**config.mk**
```make
export PLATFORM = sky130hd
export DESIGN_NAME = iecdrv_mem_arbiter
export DESIGN_NICKNAME = d
export VERILOG_FILES = /design/src/rtl/iecdrv_arb_pkg.sv /design/src/rtl/iecdrv_arb_rdpipe.sv /design/src/rtl/iecdrv_mem_arbiter.sv
export SDC_FILE = /design/constraint.sdc
export NUM_CORES = 1
export LEC_CHECK = 0
export ABC_AREA = 0
export CAP_MARGIN = 20
export CORE_MARGIN = 2
export CORE_UTILIZATION = 39
export CTS_CLUSTER_DIAMETER = 150
export DETAILED_ROUTE_END_ITERATION = 16
export HOLD_SLACK_MARGIN = 0.02
export PLACE_DENSITY_LB_ADDON = 0.2
export SYNTH_ARGS = -nofsm -noshare
export SYNTH_HDL_FRONTEND = slang
export SYNTH_HIERARCHICAL = 1
export SYNTH_SLANG_ARGS = --single-unit
```
**constraint.sdc**
```tcl
create_clock -name clk -period 1.81 [get_ports clk]
set_input_delay 0.181 -clock clk [delete_from_list [all_inputs] [get_ports clk]]
set_output_delay 0.181 -clock clk [all_outputs]
set_load 0.005 [all_outputs]
```
**src/rtl/iecdrv_arb_pkg.sv**
```systemverilog
// iecdrv_arb_pkg
// Shared types and constants for the drive RAM arbiter.
//   req_id_t     : requester id (ID_CPU = 0, ID_LOADER = 1)
//   pipe_stage_t : one in-flight read slot {valid, id}
//   MEM_RD_LATENCY : cycles from read grant to returned data
package iecdrv_arb_pkg;

  localparam int MEM_RD_LATENCY = 2;

  typedef enum logic {
    ID_CPU    = 1'b0,
    ID_LOADER = 1'b1
  } req_id_t;

  typedef struct packed {
    logic    valid;
    req_id_t id;
  } pipe_stage_t;

endpackage

```
**src/rtl/iecdrv_arb_rdpipe.sv**
```systemverilog
// iecdrv_arb_rdpipe
// Read-latency tracker and read-data demux. Each granted read enters stage 0
// with the winner's id; when it reaches the last stage the RAM's q belongs to
// that requester.
// Ports:
//   clk, reset_n          : clock, async active-low reset
//   i_load_valid          : a read was granted this cycle
//   i_load_id             : id of the granted requester
//   i_mem_q               : RAM read data
//   o_r0_rvalid/o_r0_rdata: CPU read return
//   o_r1_rvalid/o_r1_rdata: loader read return
module iecdrv_arb_rdpipe
  import iecdrv_arb_pkg::*;
#(
  parameter int DATAWIDTH = 8,
  parameter int LATENCY   = MEM_RD_LATENCY
) (
  input  logic                 clk,
  input  logic                 reset_n,
  input  logic                 i_load_valid,
  input  req_id_t              i_load_id,
  input  logic [DATAWIDTH-1:0] i_mem_q,
  output logic                 o_r0_rvalid,
  output logic [DATAWIDTH-1:0] o_r0_rdata,
  output logic                 o_r1_rvalid,
  output logic [DATAWIDTH-1:0] o_r1_rdata
);

  pipe_stage_t          r_stage [LATENCY];
  logic [DATAWIDTH-1:0] r_r0_rdata;
  logic [DATAWIDTH-1:0] r_r1_rdata;
  pipe_stage_t          w_tail;

  assign w_tail      = r_stage[LATENCY-1];
  assign o_r0_rvalid = w_tail.valid && (w_tail.id == ID_CPU);
  assign o_r1_rvalid = w_tail.valid && (w_tail.id == ID_LOADER);

  // While a return is valid the RAM q is passed straight through (it is the
  // RAM's own output register); otherwise the captured copy is held.
  assign o_r0_rdata = o_r0_rvalid ? i_mem_q : r_r0_rdata;
  assign o_r1_rdata = o_r1_rvalid ? i_mem_q : r_r1_rdata;

  always_ff @(posedge clk or negedge reset_n) begin
    if (!reset_n) begin
      for (int i = 0; i < LATENCY; i++) r_stage[i] <= '0;
      r_r0_rdata <= '0;
      r_r1_rdata <= '0;
    end else begin
      r_stage[0] <= '{valid: i_load_valid, id: i_load_id};
      for (int i = 1; i < LATENCY; i++) r_stage[i] <= r_stage[i-1];
      if (o_r0_rvalid) r_r0_rdata <= i_mem_q;
      if (o_r1_rvalid) r_r1_rdata <= i_mem_q;
    end
  end

endmodule

```
**src/rtl/iecdrv_mem_arbiter.sv**
```systemverilog
// iecdrv_mem_arbiter
// Shares one port of the drive's dual-port RAM between the drive CPU (r0,
// priority) and the track/image loader (r1). A wait counter forces a loader
// grant after MAX_WAIT consecutive denied cycles so r1 is never starved.
// Handshake: rN_req is held with its we/addr/wdata until rN_gnt is seen high
// in the same cycle; that cycle the access is on the RAM port and accepted.
// Reads return rN_rvalid (one-cycle pulse) with rN_rdata two cycles later.
// Ports:
//   clk, reset_n                      : clock, async active-low reset
//   rN_req/we/addr/wdata, rN_gnt      : requester access (N = 0 CPU, 1 loader)
//   rN_rvalid/rN_rdata                : read return
//   mem_addr/mem_data/mem_wren, mem_q : RAM port
// Optional (IECDRV_ARB_STATS_EN): r0_count, r1_count grant counters and
// stats_clr synchronous clear.
module iecdrv_mem_arbiter
  import iecdrv_arb_pkg::*;
#(
  parameter int DATAWIDTH = 8,
  parameter int ADDRWIDTH = 11,
  parameter int MAX_WAIT  = 4
) (
  input  logic                 clk,
  input  logic                 reset_n,
  input  logic                 r0_req,
  input  logic                 r0_we,
  input  logic [ADDRWIDTH-1:0] r0_addr,
  input  logic [DATAWIDTH-1:0] r0_wdata,
  output logic                 r0_gnt,
  output logic                 r0_rvalid,
  output logic [DATAWIDTH-1:0] r0_rdata,
  input  logic                 r1_req,
  input  logic                 r1_we,
  input  logic [ADDRWIDTH-1:0] r1_addr,
  input  logic [DATAWIDTH-1:0] r1_wdata,
  output logic                 r1_gnt,
  output logic                 r1_rvalid,
  output logic [DATAWIDTH-1:0] r1_rdata,
`ifdef IECDRV_ARB_STATS_EN
  input  logic                 stats_clr,
  output logic [15:0]          r0_count,
  output logic [15:0]          r1_count,
`endif
  output logic [ADDRWIDTH-1:0] mem_addr,
  output logic [DATAWIDTH-1:0] mem_data,
  output logic                 mem_wren,
  input  logic [DATAWIDTH-1:0] mem_q
);

  localparam int                WAIT_W   = $clog2(MAX_WAIT + 1);
  localparam logic [WAIT_W-1:0] WAIT_MAX = WAIT_W'(MAX_WAIT);

  logic [WAIT_W-1:0]    r_wait_cnt;
  logic [ADDRWIDTH-1:0] r_addr_hold;
  logic [DATAWIDTH-1:0] r_data_hold;

  logic                 w_r0_win;
  logic                 w_r1_win;
  logic                 w_any_gnt;
  logic                 w_sel_we;
  logic [ADDRWIDTH-1:0] w_sel_addr;
  logic [DATAWIDTH-1:0] w_sel_data;
  req_id_t              w_win_id;

  assign w_r1_win  = r1_req && (!r0_req || (r_wait_cnt == WAIT_MAX));
  assign w_r0_win  = r0_req && !w_r1_win;
  assign w_any_gnt = w_r0_win || w_r1_win;
  assign r0_gnt    = w_r0_win;
  assign r1_gnt    = w_r1_win;

  assign w_win_id   = w_r1_win ? ID_LOADER : ID_CPU;
  assign w_sel_we   = w_r1_win ? r1_we    : r0_we;
  assign w_sel_addr = w_r1_win ? r1_addr  : r0_addr;
  assign w_sel_data = w_r1_win ? r1_wdata : r0_wdata;

  // The RAM registers its address itself, so the port is driven in the grant
  // cycle; the hold registers only keep the bus quiet between accesses.
  assign mem_addr = w_any_gnt ? w_sel_addr : r_addr_hold;
  assign mem_data = w_any_gnt ? w_sel_data : r_data_hold;
  assign mem_wren = w_any_gnt && w_sel_we;

  always_ff @(posedge clk or negedge reset_n) begin
    if (!reset_n) begin
      r_wait_cnt  <= '0;
      r_addr_hold <= '0;
      r_data_hold <= '0;
    end else begin
      if (!r1_req || w_r1_win) r_wait_cnt <= '0;
      else if (r_wait_cnt != WAIT_MAX) r_wait_cnt <= r_wait_cnt + 1'b1;
      if (w_any_gnt) begin
        r_addr_hold <= w_sel_addr;
        r_data_hold <= w_sel_data;
      end
    end
  end

  iecdrv_arb_rdpipe #(
    .DATAWIDTH (DATAWIDTH),
    .LATENCY   (MEM_RD_LATENCY)
  ) u_rdpipe (
    .clk          (clk),
    .reset_n      (reset_n),
    .i_load_valid (w_any_gnt && !w_sel_we),
    .i_load_id    (w_win_id),
    .i_mem_q      (mem_q),
    .o_r0_rvalid  (r0_rvalid),
    .o_r0_rdata   (r0_rdata),
    .o_r1_rvalid  (r1_rvalid),
    .o_r1_rdata   (r1_rdata)
  );

`ifdef IECDRV_ARB_STATS_EN
  logic [15:0] r_r0_count;
  logic [15:0] r_r1_count;

  assign r0_count = r_r0_count;
  assign r1_count = r_r1_count;

  always_ff @(posedge clk or negedge reset_n) begin
    if (!reset_n) begin
      r_r0_count <= '0;
      r_r1_count <= '0;
    end else if (stats_clr) begin
      r_r0_count <= '0;
      r_r1_count <= '0;
    end else begin
      if (w_r0_win && (r_r0_count != 16'hFFFF)) r_r0_count <= r_r0_count + 16'd1;
      if (w_r1_win && (r_r1_count != 16'hFFFF)) r_r1_count <= r_r1_count + 16'd1;
    end
  end
`endif

endmodule
```
==> run metrics, run 1 <==
M3 GR Usage 5.83%; GR Overflow Total 0; Vias 1505; cells on worst reg2reg path 10; count of pins over their slew limit 0; fillers 313; area leader, netlist dfrtp_1; total core area 4410 um^2; Seq/Total Area, Yosys 58.3%; Max transition margin 54.0%; DP Area 2810 um^2; TNS Setup -1790 ps; DR WL/cell 16.2 um; Reg-to-Reg End r_addr_hold[8]; vias in the first global route 1591; Iter 0 DRT Violations 57; Sinks on Clock Net 42; die area 5190 um^2; I/O Buffers 91; Ports 92; Site Rows 24; Final Util 71.0%; violated checks setup timing; Synth warnings 6; CTS buffer count 5; pre-CTS WS -514 ps; initial antenna violation count 0; effective utilization at floorplan 40.9%; Peak Freq 0.508 GHz; area of the multi-input gates 736 um^2; most frequent cells in the layout 52 x clkdlybuf4s50_1, 41 x dfrtp_1, 25 x buf_4, 20 x buf_2, 19 x a221o_1; HP Class register to register; vias per cell 4.90; Tcrit/Tclk final 109%; hold depth 0; H-tree levels 2; Setup WS post-layout -158 ps; setup violators final 20; GR Util met2 35.4%; register area 1050 um^2; synthesized area per cell 14.4 um^2; top area cells in the synthesized netlist dfrtp_1 58%, a221o_1 11%, mux2_4 6.7%; worst-skew pair later-pin latency 300 ps; largest fanout on the critical path 6; Setup Crit Path Kind register to primary output; max-cap violations 0; Global Route met1 Usage 23.8%; DP HPWL 3.35 mm; share of cells above drive strength 1 37.6%; root buf cell clkbuf_8; flop and latch count out of synthesis 42; actual slew at the worst max-slew pin 690 ps; design area 3130 um^2; Final GP Congestion 0.744; r2r setup slk 20 ps; Startpoint Class register; Worst-path clk slew 80 ps; CTS Buffer Depth 2; antenna diode count 0; CTS tree built; RR Startpoint r_wait_cnt[0]; total power 2.66 mW; first-pass GRT wire length 7.82 mm; Hold Path Origin u_rdpipe/r_stage[3]; VDD IR max 0.478 mV; Syn Inst Count 125; Die Wd 72.0 um; PD cells 849 nW/um^2; CP arrival 1790 ps; skew final 7.67 ps; Post-Syn Nets 179; WP data required 1630 ps; Final nets 308; Synth top area share 58.3%; RSZ-0062 raised after global routing yes; Leakage 1.50 nW; ANT nets after route 0; Distinct cells, synth 22; first drt pass iteration count 4; Post-Route WL 4.97 mm; worst setup path startpoint r_wait_cnt[0]; die height 72.0 um; gr busiest metal met2; status complete, but fails checks; most common cell after layout, fill and taps aside clkdlybuf4s50_1; total global-route track usage 19.9%; largest net degree at the start of global routing 31; Period minus WS final 1970 ps; Worst Setup End Kind primary output; area growth from synthesis to layout 73.7%; Final Hold Viols 0; synthesized cell area 1800 um^2; hold endpoint u_rdpipe/r_stage[1]; DRC violations left 0
## final cells by class
class / instances / area share, %
Clock buffer: 5 / 2.20
Timing Repair Buffer: 129 / 35.9
Multi-Input combinational cell: 71 / 23.5
Inverter: 5 / 0.599
Clock inverter: 3 / 2.20
Tap cell: 52 / 2.08
Sequential cell: 42 / 33.6
## metrics by stage
step	cells	hold WS, ps
2_1_floorplan	125	-115
3_3_place_gp	275	235
3_5_place_dp	275	251
4_1_cts	303	357
5_1_grt	307	362
6_report	307	355
## worst max-delay path: stages, from the launching register on
cell and delay [ps]:
dfrtp_1 370, inv_2 50, ha_4 180, nand2_4 80
a21boi_4 60, buf_6 120, buf_6 120, a221o_1 360
buf_2 140
## power breakdown
part	internal [mW]	total, mW	switching [mW]
clock	0.553	0.881	0.329
sequential	1.06	1.10	0.0358
combinational	0.443	0.683	0.240
total	2.06	2.66	0.605
## cells in the mapped netlist, drive strengths merged
master   n
buf      7
or2      1
and4     1
mux2i    2
inv      5
nand2b   1
a31oi    1
dfrtp   42
a21boi   1
mux2    16
ha       2
nand2    3
nor2     3
a22o     1
and2    19
a221o   19
nor3b    1
## how the worst max path moves through the flow
stage	depth (start not counted)	slack, ps	end
detailed placement	5	-510	mem_addr[2]
CTS	8	-120	mem_addr[0]
global placement	5	-380	mem_addr[0]
finish	8	-160	mem_addr[8]
global route	8	-240	mem_addr[0]
floorplan	6	340	mem_data[0]
## metal layers
metal,up-vias,routed length (um),share of wire [%]
met5,-,0,0
met4,0,17,0.34
met3,2,247,5.0
met2,47,2760,55
met1,747,1950,39
li1,709,-,-
## what timing repair did
action,in CTS,in global routing
endpoints found under the setup margin,38,22
buffers inserted,18,4
resized for setup,124,9
gates cloned,1,0
hold buffers,1,0
pin swaps,21,7
endpoints found under the hold margin,29,0
## flip-flops by register name, summed over array words and instances (netlist names)
| name | flops |
|---|---|
| r_addr_hold | 11 |
| r_data_hold | 8 |
| u_rdpipe/r_r0_rdata | 8 |
| u_rdpipe/r_r1_rdata | 8 |
| u_rdpipe/r_stage | 4 |
| r_wait_cnt | 3 |
## cell families (layout without fill, tap and decap cells)
group	after synthesis	count (layout)	share of synthesized area, %
flops	42	42	58.3
simple gates	29	29	10.2
compound gates	22	22	12.4
mux	18	18	12.8
buf+inv	12	142	4.99
fa+ha+maj	2	2	1.39
Power figures use the tool's default switching activity.
==> inputs of run 2 (changes only) <==
CORE_ASPECT_RATIO = 0.9   (was not set)
CORE_MARGIN = 4   (was 2)
==> run metrics, run 2 (synthesis results as in run 1) <==
M3 GR Usage 5.71% (was 5.83%); Final Hold Viols 0 (unchanged); WP data required 1630 ps (about the same); max reg flops 11 (unchanged); worst setup path startpoint r_wait_cnt[1] (was r_wait_cnt[0]); Sw Share 25.1% (was 22.7%); Finished Layout Cells 328 (was 307); PD cells 737 nW/um^2 (was 849 nW/um^2); H-tree levels 2 (unchanged); count of pins over their slew limit 0 (unchanged); Critical Path Max Stage Delay 400 ps (was 370 ps); initial antenna violation count 0 (unchanged); Setup Crit Path Kind register to primary output (unchanged); max-cap violations 0 (unchanged); GR Util met2 36.3% (was 35.4%); die height 72.5 um (was 72.0 um); Startpoint Class register (unchanged); Period minus WS final 1950 ps (was 1970 ps); largest register by flop count r_addr_hold (unchanged); status complete, but fails checks (unchanged); DRC violations left 0 (unchanged); Global Route met1 Usage 20.8% (was 23.8%); most frequent cells in the layout 52 x clkdlybuf4s50_1, 41 x dfrtp_1, 31 x buf_4, 20 x buf_2, 19 x a221o_1 (was 52 x clkdlybuf4s50_1, 41 x dfrtp_1, 25 x buf_4, 20 x buf_2, 19 x a221o_1); share of cells above drive strength 1 40.2% (was 37.6%); total power 2.35 mW (was 2.66 mW); worst-skew pair later-pin latency 280 ps (was 300 ps); CP arrival 1770 ps (was 1790 ps); skew final 2.46 ps (was 7.67 ps); Vias 1602 (was 1505); Final nets 320 (was 308); DR WL/cell 16.7 um (was 16.2 um); total core area 4460 um^2 (was 4410 um^2); Worst-path clk slew 80 ps (about the same); most common cell after layout, fill and taps aside clkdlybuf4s50_1 (unchanged); largest fanout on the critical path 11 (was 6); antenna diode count 0 (unchanged); die area 5780 um^2 (was 5190 um^2); design area 3190 um^2 (was 3130 um^2); first drt pass iteration count 4 (unchanged); Leakage 1.54 nW (was 1.50 nW); Ports 92 (unchanged); violated checks setup timing (unchanged); Setup WS post-layout -145 ps (was -158 ps); effective utilization at floorplan 40.4% (was 40.9%); Tcrit/Tclk final 108% (was 109%); DP Area 2810 um^2 (about the same); Iter 0 DRT Violations 42 (was 57); share of total power in combinational logic 29.5% (was 25.7%); actual slew at the worst max-slew pin 418 ps (was 690 ps); area growth from synthesis to layout 77.0% (was 73.7%); Inst Count DP 284 (was 275); RSZ-0062 raised after global routing yes (unchanged); Max transition margin 72.1% (was 54.0%); CTS tree built (unchanged); vias per cell 4.88 (was 4.90); Sinks on Clock Net 42 (unchanged); register share of total power 46.9% (was 41.2%); setup violators final 21 (was 20); CP cell instances inv_2 -> ha_4 -> buf_4 -> a31oi_4 -> buf_6 -> a221o_1 -> buf_2 (was inv_2 -> ha_4 -> nand2_4 -> a21boi_4 -> buf_6 -> buf_6 -> a221o_1 -> buf_2); Site Rows 23 (was 24); CTS Buffer Depth 2 (unchanged); total global-route track usage 19.3% (was 19.9%); internal power 1.76 mW (was 2.06 mW); root buf cell clkbuf_8 (unchanged); Worst Setup End Kind primary output (unchanged); Post-Route WL 5.49 mm (was 4.97 mm); RR Startpoint r_wait_cnt[1] (was r_wait_cnt[0]); ANT nets after route 0 (unchanged); Final GP Congestion 0.676 (was 0.744); DP HPWL 3.69 mm (was 3.35 mm); clock power share 23.6% (was 33.1%); HP Class input port to asynchronous set/reset pin (was register to register); Peak Freq 0.512 GHz (was 0.508 GHz); Die Wd 79.7 um (was 72.0 um); vias in the first global route 1761 (was 1591); VDD IR max 0.404 mV (was 0.478 mV); sw power 0.590 mW (was 0.605 mW); TNS Setup -2470 ps (was -1790 ps); GR Overflow Total 0 (unchanged); first-pass GRT wire length 8.46 mm (was 7.82 mm); CTS buffer count 5 (unchanged); I/O Buffers 91 (unchanged); largest net degree at the start of global routing 25 (was 31); gr busiest metal met2 (unchanged); slowest cell on the critical path dfrtp_1 (unchanged)
run 2: changes by cell type in the layout (fill, tap and decap cells not counted), sizes merged:
cell	previous run	this run
buf	59	68
bufinv	2	0
clkbuf	5	6
clkdlybuf4s15	0	1
clkinv	1	2
dlygate4sd2	17	16
nand2	3	4
nand2b	1	2
run 2: worst max-delay path: cells and delay by family, from the launching register on:
kind	cells	cell delay (ps)
buffers and inverters	4	520
AOI/OAI and AO/OA	2	430
DFF	1	400
adders and majority gates	1	140
run 2: stage by stage:
step / hold WS, ps / util [%] / worst slack (ps)
detailed placement: 134 / 63.1 / -467
floorplan: -115 / - / 342
global route: 378 / 71.6 / -223
CTS: 357 / 69.6 / -130
global placement: 127 / 63.1 / -402
finish: 356 / 71.6 / -145
run 2: area by class of cell:
cell class / instances / area (um^2)
fillers: 325 / 1270
repair buffers: 139 / 1210
flip-flops and latches: 42 / 1050
multi-input cells: 73 / 757
well taps: 62 / 77.6
clock buffers: 5 / 68.8
inverters: 5 / 18.8
clock inverters: 2 / 10.0
run 2: path summary, 6_finish.rpt:
kind	endpoint	depth (start not counted)	slack, ps
worst min-delay path	u_rdpipe/r_r0_rdata[0]	2	360
min in group clk	u_rdpipe/r_stage[0]	0	360
max in group asynchronous	u_rdpipe/r_stage[1]	3	770
worst max register to register	r_addr_hold[3]	8	120
worst min register to register	u_rdpipe/r_stage[0]	0	360
worst max-delay path	mem_addr[4]	7	-140
run 2: power by group through the flow:
stage / Sequential (mW) / Clock (mW) / Combinational (mW)
floorplan: 1.10 / 0 / 0.250
global placement: 1.11 / 0 / 0.655
detailed placement: 1.11 / 0 / 0.675
global route: 1.11 / 0.610 / 0.747
CTS: 1.10 / 0.577 / 0.664
finish: 1.10 / 0.557 / 0.694
run 2: metal layers:
metal | wire length [um] | up-vias | share of wire, %
met4 | 61 | 0 | 1.1
met3 | 370 | 7 | 6.7
met5 | 0 | - | 0
li1 | - | 738 | -
met2 | 2970 | 66 | 54
met1 | 2080 | 791 | 38
run 2: timing repair:
item / CTS / global route
setup buffers: 24 / 7
gates resized for setup: 128 / 11
hold buffers: 1 / 0
cloned: 4 / 1
hold endpoints to repair: 18 / 0
endpoints found under the setup margin: 38 / 31
pin swaps: 20 / 5
==> inputs of run 3 (changes only) <==
GPL_TIMING_DRIVEN = 0   (was not set)
==> run metrics, run 3 (synthesis results as in run 1) <==
status complete, but fails checks (unchanged); violated checks setup timing (unchanged); area growth from synthesis to layout 71.6% (was 77.0%); Period minus WS final 1980 ps (was 1950 ps); setup violators final 20 (was 21); Post-Route WL 5.10 mm (was 5.49 mm); max reg flops 11 (unchanged); total core area 4460 um^2 (unchanged); effective utilization at floorplan 40.4% (unchanged); actual slew at the worst max-slew pin 919 ps (was 418 ps); PD cells 764 nW/um^2 (was 737 nW/um^2); Peak Freq 0.506 GHz (was 0.512 GHz); Worst-path clk slew 70 ps (was 80 ps); first-pass GRT wire length 8.09 mm (was 8.46 mm); CTS tree built (unchanged); DP HPWL 3.61 mm (was 3.69 mm); vias per cell 4.78 (was 4.88); Leakage 1.48 nW (was 1.54 nW); Tcrit/Tclk final 109% (was 108%); count of pins over their slew limit 0 (unchanged); antenna diode count 0 (unchanged); WP data required 1630 ps (about the same); Setup Crit Path Kind register to primary output (unchanged); H-tree levels 2 (unchanged); worst-skew pair later-pin latency 280 ps (about the same); r2r setup slk 80 ps (was 120 ps); root buf cell clkbuf_8 (unchanged); Final Hold Viols 0 (unchanged); Vias 1524 (was 1602); cts hold-fix bufs 0 (was 1); total global-route track usage 18.1% (was 19.3%); Setup WS post-layout -168 ps (was -145 ps); ANT nets after route 0 (unchanged); I/O Buffers 91 (unchanged); Worst Setup End Kind primary output (unchanged); vias in the first global route 1748 (was 1761); share of cells above drive strength 1 39.7% (was 40.2%); CTS buffer count 5 (unchanged); skew final 4.57 ps (was 2.46 ps); VDD IR max 0.429 mV (was 0.404 mV); DR WL/cell 16.0 um (was 16.7 um); CTS Buffer Depth 2 (unchanged); pre-CTS WS -354 ps (was -467 ps); Final GP Congestion 0.742 (was 0.676); Iter 0 DRT Violations 46 (was 42); DP Area 2790 um^2 (was 2810 um^2); Startpoint Class register (unchanged); RSZ-0062 raised after global routing yes (unchanged); HP Class input port to asynchronous set/reset pin (unchanged); largest net degree at the start of global routing 43 (was 25); Site Rows 23 (unchanged); largest fanout on the critical path 5 (was 11); max-cap violations 0 (unchanged); die height 72.5 um (unchanged); CP arrival 1800 ps (was 1770 ps); most frequent cells in the layout 51 x clkdlybuf4s50_1, 40 x dfrtp_1, 25 x buf_4, 20 x buf_2, 19 x a221o_1 (was 52 x clkdlybuf4s50_1, 41 x dfrtp_1, 31 x buf_4, 20 x buf_2, 19 x a221o_1); die area 5780 um^2 (unchanged); Final nets 310 (was 320); total power 2.36 mW (was 2.35 mW); most common cell after layout, fill and taps aside clkdlybuf4s50_1 (unchanged); design area 3100 um^2 (was 3190 um^2); Ports 92 (unchanged); Sinks on Clock Net 42 (unchanged); first drt pass iteration count 4 (unchanged); initial antenna violation count 0 (unchanged); DRC violations left 0 (unchanged); largest register by flop count r_addr_hold (unchanged); Die Wd 79.7 um (unchanged); Max transition margin 38.8% (was 72.1%); GR Overflow Total 0 (unchanged)
[run 3: metrics by stage]
step | hold WS (ps) | setup TNS (ps) | utilization, % | cells
final | 32.3 | -1710 | 69.4 | 319
after global routing | 113 | -3150 | 69.4 | 319
after CTS | 69.7 | -1890 | 69.4 | 316
after detailed placement | 343 | -6830 | 62.5 | 278
after global placement | 333 | -22370 | 62.6 | 278
after floorplan | -115 | 0 | - | 125
[run 3: area by class of cell]
class / instances / area (um^2)
Timing Repair Buffer: 125 / 1070
Inverter: 5 / 18.8
Tap cell: 62 / 77.6
Multi-Input combinational cell: 72 / 727
Buffer: 5 / 56.3
Fill cell: 344 / 1370
Clock inverter: 1 / 5.00
Sequential cell: 42 / 1050
Clock buffer: 7 / 86.3
[run 3: where the power goes]
group | internal (mW) | switching, mW | leakage, nW
logic | 0.421 | 0.240 | 0.922
registers | 1.06 | 0.0382 | 0.505
clock network | 0.308 | 0.298 | 0.0482
total | 1.79 | 0.576 | 1.48
[run 3: repair_timing]
action,CTS,global route
cloned,2,0
resized for setup,126,13
setup endpoints to repair,38,27
pin swaps,20,7
buffers inserted,29,5
[run 3: path summary, 6_finish.rpt]
path                            cells past startpoint                endpoint                 from
worst max register to register                      9          r_addr_hold[2]        r_wait_cnt[1]
worst min-delay path                                1  u_rdpipe/r_r1_rdata[3]              reset_n
max in group asynchronous                           1     u_rdpipe/r_stage[1]              reset_n
worst max-delay path                                8             mem_addr[2]        r_wait_cnt[1]
worst min register to register                      0     u_rdpipe/r_stage[1]  u_rdpipe/r_stage[3]
min in group clk                                    0     u_rdpipe/r_stage[1]  u_rdpipe/r_stage[3]
[run 3: worst max-delay path: stages (launching register included)]
cell and delay, ps:
dfrtp_1 380, inv_2 60, ha_4 180, nand2_4 70
a21boi_4 70, buf_6 130, buf_6 120, a221o_1 360
buf_2 140
[run 3: routing by layer]
layer	vias to the layer above	GRT usage [%]	part of all wire, %
met4	0	4.20	0.82
met5	-	0	0
met3	4	5.21	6.7
met1	748	20.1	39
li1	715	-	-
met2	57	34.1	54
